==> config.mk <==
export PLATFORM = sky130hd
export DESIGN_NAME = vpu_mem_bridge_flat
export DESIGN_NICKNAME = d
export VERILOG_FILES = /design/src/rtl/vpu_mem_bridge_if.sv /design/src/rtl/vpu_mem_bridge.sv /design/src/flat_wrapper.sv
export SDC_FILE = /design/constraint.sdc
export NUM_CORES = 1
export LEC_CHECK = 0
export BUFFER_PORTS_ARGS = -buffer_cell sky130_fd_sc_hd__buf_2
export CELL_PAD_IN_SITES_DETAIL_PLACEMENT = 1
export CELL_PAD_IN_SITES_GLOBAL_PLACEMENT = 2
export CORE_ASPECT_RATIO = 0.9
export CORE_MARGIN = 1
export CORE_UTILIZATION = 33
export DETAILED_ROUTE_END_ITERATION = 12
export PLACE_DENSITY = 0.94
export RECOVER_POWER = 25
export SETUP_SLACK_MARGIN = 0.2
export SYNTH_ARGS = -nofsm -noshare
export SYNTH_HDL_FRONTEND = slang
export SYNTH_SLANG_ARGS = --single-unit
==> constraint.sdc <==
create_clock -name clk -period 3.5 [get_ports clk]
set_input_delay 0.7 -clock clk [delete_from_list [all_inputs] [get_ports clk]]
set_output_delay 0.7 -clock clk [all_outputs]
set_load 0.005 [all_outputs]
==> src/rtl/vpu_mem_bridge_if.sv <==
// Request/response bus between a CPU-side requester and vpu_mem_bridge.
interface vpu_mem_bridge_if #(
  parameter int ADDR_W = 16,
  parameter int DATA_W = 32
) ();
  logic              req_valid;
  logic              req_ready;
  logic              req_we;
  logic [ADDR_W-1:0] req_addr;
  logic [DATA_W-1:0] req_wdata;
  logic              rsp_valid;
  logic              rsp_ready;
  logic [DATA_W-1:0] rsp_rdata;
  logic              rsp_err;

  modport master (
    output req_valid, req_we, req_addr, req_wdata, rsp_ready,
    input  req_ready, rsp_valid, rsp_rdata, rsp_err
  );

  modport slave (
    input  req_valid, req_we, req_addr, req_wdata, rsp_ready,
    output req_ready, rsp_valid, rsp_rdata, rsp_err
  );
endinterface

==> src/rtl/vpu_mem_bridge.sv <==
// CPU-side bridge onto the A ports of the four VPU memories (sprite, map,
// tile, palette). One request in flight; every request gets a response,
// out-of-range addresses get an error response without touching any RAM.
//
// state   | meaning
// S_IDLE  | ready for a request
// S_ISSUE | selected RAM A-port enabled for one cycle
// S_WAIT  | read data from the RAM is captured
// S_RESP  | response presented until the requester takes it
module vpu_mem_bridge #(
  parameter int ADDR_W     = 16,
  parameter int DATA_W     = 32,
  parameter int RAM_ADDR_W = 12
) (
  input  logic                  clk,
  input  logic                  rst_n,
  vpu_mem_bridge_if.slave       bus,
  output logic                  sp_en_o,
  output logic                  sp_we_o,
  output logic [RAM_ADDR_W-1:0] sp_addr_o,
  output logic [DATA_W-1:0]     sp_din_o,
  input  logic [DATA_W-1:0]     sp_dout_i,
  output logic                  map_en_o,
  output logic                  map_we_o,
  output logic [RAM_ADDR_W-1:0] map_addr_o,
  output logic [DATA_W-1:0]     map_din_o,
  input  logic [DATA_W-1:0]     map_dout_i,
  output logic                  tile_en_o,
  output logic                  tile_we_o,
  output logic [RAM_ADDR_W-1:0] tile_addr_o,
  output logic [DATA_W-1:0]     tile_din_o,
  input  logic [DATA_W-1:0]     tile_dout_i,
  output logic                  pal_en_o,
  output logic                  pal_we_o,
  output logic [RAM_ADDR_W-1:0] pal_addr_o,
  output logic [DATA_W-1:0]     pal_din_o,
  input  logic [DATA_W-1:0]     pal_dout_i
);

  typedef enum logic [1:0] {S_IDLE, S_ISSUE, S_WAIT, S_RESP} state_t;

  state_t                state_q;
  logic                  req_ready_q;
  logic                  rsp_valid_q;
  logic                  rsp_err_q;
  logic [DATA_W-1:0]     rsp_rdata_q;
  logic [1:0]            sel_q;
  logic                  we_q;
  logic [3:0]            en_q;
  logic [3:0]            ram_we_q;
  logic [RAM_ADDR_W-1:0] addr_q [4];
  logic [DATA_W-1:0]     din_q  [4];

  logic                  hs_d;
  logic [1:0]            sel_d;
  logic [RAM_ADDR_W-1:0] off_d;
  logic                  range_err_d;
  logic [DATA_W-1:0]     dout_d;

  // Address decode of the request currently on the bus.
  always_comb begin
    hs_d        = bus.req_valid && req_ready_q;
    sel_d       = bus.req_addr[ADDR_W-1 -: 2];
    off_d       = bus.req_addr[RAM_ADDR_W-1:0];
    range_err_d = |bus.req_addr[ADDR_W-3:RAM_ADDR_W];
  end

  // Read data from the RAM addressed by the captured request.
  always_comb begin
    dout_d = '0;
    case (sel_q)
      2'd0:    dout_d = sp_dout_i;
      2'd1:    dout_d = map_dout_i;
      2'd2:    dout_d = tile_dout_i;
      default: dout_d = pal_dout_i;
    endcase
  end

  // Bridge FSM; every output it drives is a register.
  always_ff @(posedge clk or negedge rst_n) begin
    if (!rst_n) begin
      state_q     <= S_IDLE;
      req_ready_q <= 1'b0;
      rsp_valid_q <= 1'b0;
      rsp_err_q   <= 1'b0;
      rsp_rdata_q <= '0;
      sel_q       <= '0;
      we_q        <= 1'b0;
      en_q        <= '0;
      ram_we_q    <= '0;
      for (int i = 0; i < 4; i++) begin
        addr_q[i] <= '0;
        din_q[i]  <= '0;
      end
    end else begin
      case (state_q)
        S_IDLE: begin
          if (hs_d) begin
            req_ready_q <= 1'b0;
            sel_q       <= sel_d;
            we_q        <= bus.req_we;
            if (range_err_d) begin
              state_q     <= S_RESP;
              rsp_valid_q <= 1'b1;
              rsp_err_q   <= 1'b1;
              rsp_rdata_q <= '0;
            end else begin
              state_q       <= S_ISSUE;
              en_q          <= 4'b0001 << sel_d;
              ram_we_q      <= {3'b000, bus.req_we} << sel_d;
              addr_q[sel_d] <= off_d;
              din_q[sel_d]  <= bus.req_wdata;
            end
          end else begin
            // also raises ready on the first clock after reset release
            req_ready_q <= 1'b1;
          end
        end
        S_ISSUE: begin
          en_q     <= '0;
          ram_we_q <= '0;
          if (we_q) begin
            state_q     <= S_RESP;
            rsp_valid_q <= 1'b1;
            rsp_err_q   <= 1'b0;
            rsp_rdata_q <= '0;
          end else begin
            state_q <= S_WAIT;
          end
        end
        S_WAIT: begin
          state_q     <= S_RESP;
          rsp_valid_q <= 1'b1;
          rsp_err_q   <= 1'b0;
          rsp_rdata_q <= dout_d;
        end
        default: begin
          if (bus.rsp_ready) begin
            state_q     <= S_IDLE;
            rsp_valid_q <= 1'b0;
            req_ready_q <= 1'b1;
          end
        end
      endcase
    end
  end

  assign bus.req_ready = req_ready_q;
  assign bus.rsp_valid = rsp_valid_q;
  assign bus.rsp_err   = rsp_err_q;
  assign bus.rsp_rdata = rsp_rdata_q;

  assign sp_en_o     = en_q[0];
  assign map_en_o    = en_q[1];
  assign tile_en_o   = en_q[2];
  assign pal_en_o    = en_q[3];
  assign sp_we_o     = ram_we_q[0];
  assign map_we_o    = ram_we_q[1];
  assign tile_we_o   = ram_we_q[2];
  assign pal_we_o    = ram_we_q[3];
  assign sp_addr_o   = addr_q[0];
  assign map_addr_o  = addr_q[1];
  assign tile_addr_o = addr_q[2];
  assign pal_addr_o  = addr_q[3];
  assign sp_din_o    = din_q[0];
  assign map_din_o   = din_q[1];
  assign tile_din_o  = din_q[2];
  assign pal_din_o   = din_q[3];

endmodule

==> src/flat_wrapper.sv <==
// flat-port wrapper written by rule: the top's interface ports become plain ports
module vpu_mem_bridge_flat 
#(
  parameter int ADDR_W     = 16,
  parameter int DATA_W     = 32,
  parameter int RAM_ADDR_W = 12
)
  (clk, rst_n, sp_en_o, sp_we_o, sp_addr_o, sp_din_o, sp_dout_i, map_en_o, map_we_o, map_addr_o, map_din_o, map_dout_i, tile_en_o, tile_we_o, tile_addr_o, tile_din_o, tile_dout_i, pal_en_o, pal_we_o, pal_addr_o, pal_din_o, pal_dout_i, bus_req_valid, bus_req_we, bus_req_addr, bus_req_wdata, bus_rsp_ready, bus_req_ready, bus_rsp_valid, bus_rsp_rdata, bus_rsp_err);
  vpu_mem_bridge_if #(.ADDR_W(ADDR_W), .DATA_W(DATA_W)) bus_i ();
  input  logic clk;
  input  logic rst_n;
  output logic sp_en_o;
  output logic sp_we_o;
  output logic [RAM_ADDR_W-1:0] sp_addr_o;
  output logic [DATA_W-1:0] sp_din_o;
  input  logic [DATA_W-1:0] sp_dout_i;
  output logic map_en_o;
  output logic map_we_o;
  output logic [RAM_ADDR_W-1:0] map_addr_o;
  output logic [DATA_W-1:0] map_din_o;
  input  logic [DATA_W-1:0] map_dout_i;
  output logic tile_en_o;
  output logic tile_we_o;
  output logic [RAM_ADDR_W-1:0] tile_addr_o;
  output logic [DATA_W-1:0] tile_din_o;
  input  logic [DATA_W-1:0] tile_dout_i;
  output logic pal_en_o;
  output logic pal_we_o;
  output logic [RAM_ADDR_W-1:0] pal_addr_o;
  output logic [DATA_W-1:0] pal_din_o;
  input  logic [DATA_W-1:0] pal_dout_i;
  input wire logic [$bits(bus_i.req_valid)-1:0] bus_req_valid;
  input wire logic [$bits(bus_i.req_we)-1:0] bus_req_we;
  input wire logic [$bits(bus_i.req_addr)-1:0] bus_req_addr;
  input wire logic [$bits(bus_i.req_wdata)-1:0] bus_req_wdata;
  input wire logic [$bits(bus_i.rsp_ready)-1:0] bus_rsp_ready;
  output wire logic [$bits(bus_i.req_ready)-1:0] bus_req_ready;
  output wire logic [$bits(bus_i.rsp_valid)-1:0] bus_rsp_valid;
  output wire logic [$bits(bus_i.rsp_rdata)-1:0] bus_rsp_rdata;
  output wire logic [$bits(bus_i.rsp_err)-1:0] bus_rsp_err;
  assign bus_i.req_valid = bus_req_valid;
  assign bus_i.req_we = bus_req_we;
  assign bus_i.req_addr = bus_req_addr;
  assign bus_i.req_wdata = bus_req_wdata;
  assign bus_i.rsp_ready = bus_rsp_ready;
  assign bus_req_ready = bus_i.req_ready;
  assign bus_rsp_valid = bus_i.rsp_valid;
  assign bus_rsp_rdata = bus_i.rsp_rdata;
  assign bus_rsp_err = bus_i.rsp_err;
  vpu_mem_bridge #(.ADDR_W(ADDR_W), .DATA_W(DATA_W), .RAM_ADDR_W(RAM_ADDR_W)) u_core (.clk(clk), .rst_n(rst_n), .bus(bus_i), .sp_en_o(sp_en_o), .sp_we_o(sp_we_o), .sp_addr_o(sp_addr_o), .sp_din_o(sp_din_o), .sp_dout_i(sp_dout_i), .map_en_o(map_en_o), .map_we_o(map_we_o), .map_addr_o(map_addr_o), .map_din_o(map_din_o), .map_dout_i(map_dout_i), .tile_en_o(tile_en_o), .tile_we_o(tile_we_o), .tile_addr_o(tile_addr_o), .tile_din_o(tile_din_o), .tile_dout_i(tile_dout_i), .pal_en_o(pal_en_o), .pal_we_o(pal_we_o), .pal_addr_o(pal_addr_o), .pal_din_o(pal_din_o), .pal_dout_i(pal_dout_i));
endmodule
==> flow_summary_export.csv <==
group,metric,value,unit
run_status,outcome,"finished, violations left",
run_status,violations,"capacitance limit, slew limit",
sta,hold_viol_final,0,
global_routing,gr-total-overflow,0,
sta,setup_ws,749,ps
yosys,synth.largest_area_cell,"dfrtp_1",
cells_and_area,final_net_count,1206,
route,wl_per_cell,21.8,µm
route,vias,6892,
clock_network,clkTransAtPathRegs,60,ps
cells_and_area,drive_above_1_share,0.627,
worst_setup_path,cp-end-kind,"register",
global_routing,met1_usage,0.235,
global_routing,grt_max_degree,79,
placed_design,placed_area,11800,µm²
worst_setup_path,critPathLaunch,"u_core.state_q[0]$_DFFE_PN0P_",
yosys,seq_area_frac_synth,0.594,
yosys,synth.area.top_cells,"dfrtp_1, mux2_2, mux2i_1",
cells_and_area,multiInputGateArea,3570,µm²
floorplan,rows,58,
floorplan,die_h,162,µm
cells_and_area,fin_util,0.452,
pwr,leakagePower,6.88,nW
yosys,synth_top_area_frac,0.594,
cells_and_area,area_growth,34.4,%
clock_network,clock_path_buffers,3,
yosys,syn_area_per_cell,15.2,µm²
clock_network,cts_tree,"done",
sta,finalMaxSlewViolations,78,
worst_setup_path,crit_path_start_kind,"register",
placed_design,place_ws,770,ps
pwr,p_per_area,863,nW/µm²
clock_network,htreeDepth,1,
worst_setup_path,path_buf_inv,2,
clock_network,cts_root_buffer,"clkbuf_16",
global_routing,met2_usage,0.373,
route,antenna_left,0,
sta,layout_min_cycle_time,2750,ps
cells_and_area,seq_area,5610,µm²
worst_hold_path,hold_class,"input pin to register",
worst_setup_path,cp.required,3910,ps
worst_setup_path,reg2reg_slack,750,ps
placed_design,place_congestion,0.816,
placed_design,hpwl,21800,µm
worst_setup_path,crit_chain,"inv_1, ha_1, nand3_1, or4_2, buf_4, mux2_1",
yosys,syn-cell-area,9430,µm²
sta,relSlewSlack,-0.377,
floorplan,dieArea,29300,µm²
route,drt_wl_total,30600,µm
worst_setup_path,slowest_delay,660,ps
sta,setup_viol,0,
sta,rsz0062_at_grt,"false",
route,drt_iter0_drc,166,
placed_design,port_buffers,399,
pwr,ir_worst_vdd,0.000530,V
route,dr.pass1.iters,4,
cells_and_area,nFillCells,3035,
worst_setup_path,crit_type,"register to register",
floorplan,ios,400,
floorplan,die-width,180,µm
global_routing,antenna_found_initial,4,
sta,tightest_slew,2070,ps
sta,skew,10.7,ps
worst_setup_path,critPathMaxFanout,46,
floorplan,core,28000,µm²
clock_network,cts_buffers,25,
worst_setup_path,endpoint,"u_core.map_din_o[24]$_DFFE_PN0P_",
global_routing,grt_pass1_wl,46600,µm
sta,fin_hold_ws,429,ps
global_routing,grt_pass1_vias,7619,
worst_setup_path,worst-path-stages,6,
worst_setup_path,rr_endpoint,"u_core.map_din_o[24]$_DFFE_PN0P_",
global_routing,grt_usage,0.207,
floorplan,start_util,0.337,
worst_setup_path,rr_startpoint,"u_core.state_q[0]$_DFFE_PN0P_",
worst_setup_path,critPathTopFamily,"simple AND/OR/NAND/NOR gates",
cells_and_area,fin_area,12700,µm²
yosys,ys_ff_latch,224,
worst_setup_path,slowest_stage,"or4_2",
yosys,synthDistinctLibCells,34,
global_routing,met3_usage,0.0662,
clock_network,cts.hold.buffers_added,0,
yosys,syn_inst,619,
flow_run,drv_cap,1,
sta,tns,0,ps
clock_network,clock-sinks,224,
sta,period_share,0.786,
worst_setup_path,r2r_cells,6,
route,drc,0,
sta,max_freq,364,MHz
clock_network,cts_resized,0,
worst_setup_path,cp_data_arrival_time,3160,ps
yosys,yosysWarnings,0,
clock_network,insertion_delay,530,ps
yosys,synth_fp_nets,804,
route,viasPerCell,4.92,
clock_network,postCtsSetupBuffers,0,
global_routing,grt.busiest_layer,"met2",
## layout by cell type (no fill, tap or decap), types with 5 or more instances in the layout
| master | count |
|---|---|
| buf_2 | 398 |
| buf_4 | 5 |
| clkbuf_1 | 5 |
| clkbuf_16 | 25 |
| clkbuf_8 | 10 |
| dfrtp_1 | 223 |
| inv_1 | 8 |
| mux2_1 | 16 |
| mux2_2 | 194 |
| mux2i_1 | 65 |
| nand2_1 | 5 |
| o22ai_1 | 32 |
## report_power, final
| group | switching (mW) | internal (mW) |
|---|---|---|
| clock network | 1.09 | 1.68 |
| logic | 1.76 | 2.08 |
| registers | 0.654 | 3.68 |
| total | 3.50 | 7.43 |
## per-stage QoR
stage,std cells,total power [mW]
2_1_floorplan,619,6.29
3_3_place_gp,1354,7.99
3_5_place_dp,1354,8.19
4_1_cts,1400,11.1
5_1_grt,1401,11.6
6_report,1401,10.9
## worst register-to-register path, cell delays in order, from the launching register on
cell and delay (ps):
dfrtp_1 410, inv_1 100, ha_1 390, nand3_1 270
or4_2 660, buf_4 330, mux2_1 480
## how the worst min path moves through the flow
| stage | from | to | slack (ps) | cells after the start |
|---|---|---|---|---|
| after CTS | rst_n | u_core.pal_din_o[5]$_DFFE_PN0P_ | 160 | 1 |
| after floorplan | rst_n | u_core.bus.req_ready$_DFFE_PN0P_ | 400 | 0 |
| after global placement | u_core.tile_addr_o[11]$_DFFE_PN0P_ | u_core.tile_addr_o[11]$_DFFE_PN0P_ | 460 | 1 |
| final | bus_req_wdata[30] | u_core.sp_din_o[30]$_DFFE_PN0P_ | 430 | 2 |
| after detailed placement | u_core.en_q[1]$_DFFE_PN0P_ | u_core.en_q[1]$_DFFE_PN0P_ | 470 | 1 |
| after global routing | bus_req_wdata[28] | u_core.map_din_o[28]$_DFFE_PN0P_ | 420 | 2 |
## cell families after synthesis
group                      count (synthesis)  synth area share
AOI/OAI and AO/OA                         52            0.0403
adders and majority gates                  4           0.00531
buffers and inverters                     44            0.0271
DFF                                      224             0.594
muxes                                    275             0.320
and+or+nand+nor                           20            0.0133
## routing by layer
metal  share of wire  wire length (µm)
met2            0.51             15600
met1            0.38             11700
met4           0.024               747
met5         0.00043                13
met3           0.082              2520
## final cells by class
cell class,count,share of cell area
Antenna cell,1,0.000197
Clock buffer,39,0.0614
Clock inverter,7,0.00790
Inverter,8,0.00237
Multi-Input combinational cell,351,0.282
Sequential cell,224,0.443
Tap cell,360,0.0355
Timing Repair Buffer,411,0.168
## registers in the layout (all words and copies together) (netlist names), 32 cells and up
| register | flops |
|---|---|
| u_core.pal_din_o | 32 |
| u_core.map_din_o | 32 |
| u_core.sp_din_o | 32 |
| u_core.bus.rsp_rdata | 32 |
| u_core.tile_din_o | 32 |
## cells in the mapped netlist, drive strengths merged
cell type / number
dfrtp: 224
mux2: 210
mux2i: 65
o22ai: 32
buf: 29
inv: 8
clkbuf: 7
nand2: 5
a22o: 4
ha: 4
nor2: 3
nor3: 3
o21ai: 3
a2111oi: 2
a2bb2o: 2
nand2b: 2
nor2b: 2
o2bb2ai: 2
o41ai: 2
or4: 2
a211oi: 1
a21boi: 1
a21oi: 1
nand3: 1
nand4: 1
o31a: 1
o32a: 1
or2: 1
(Power assumes the default switching activity.)
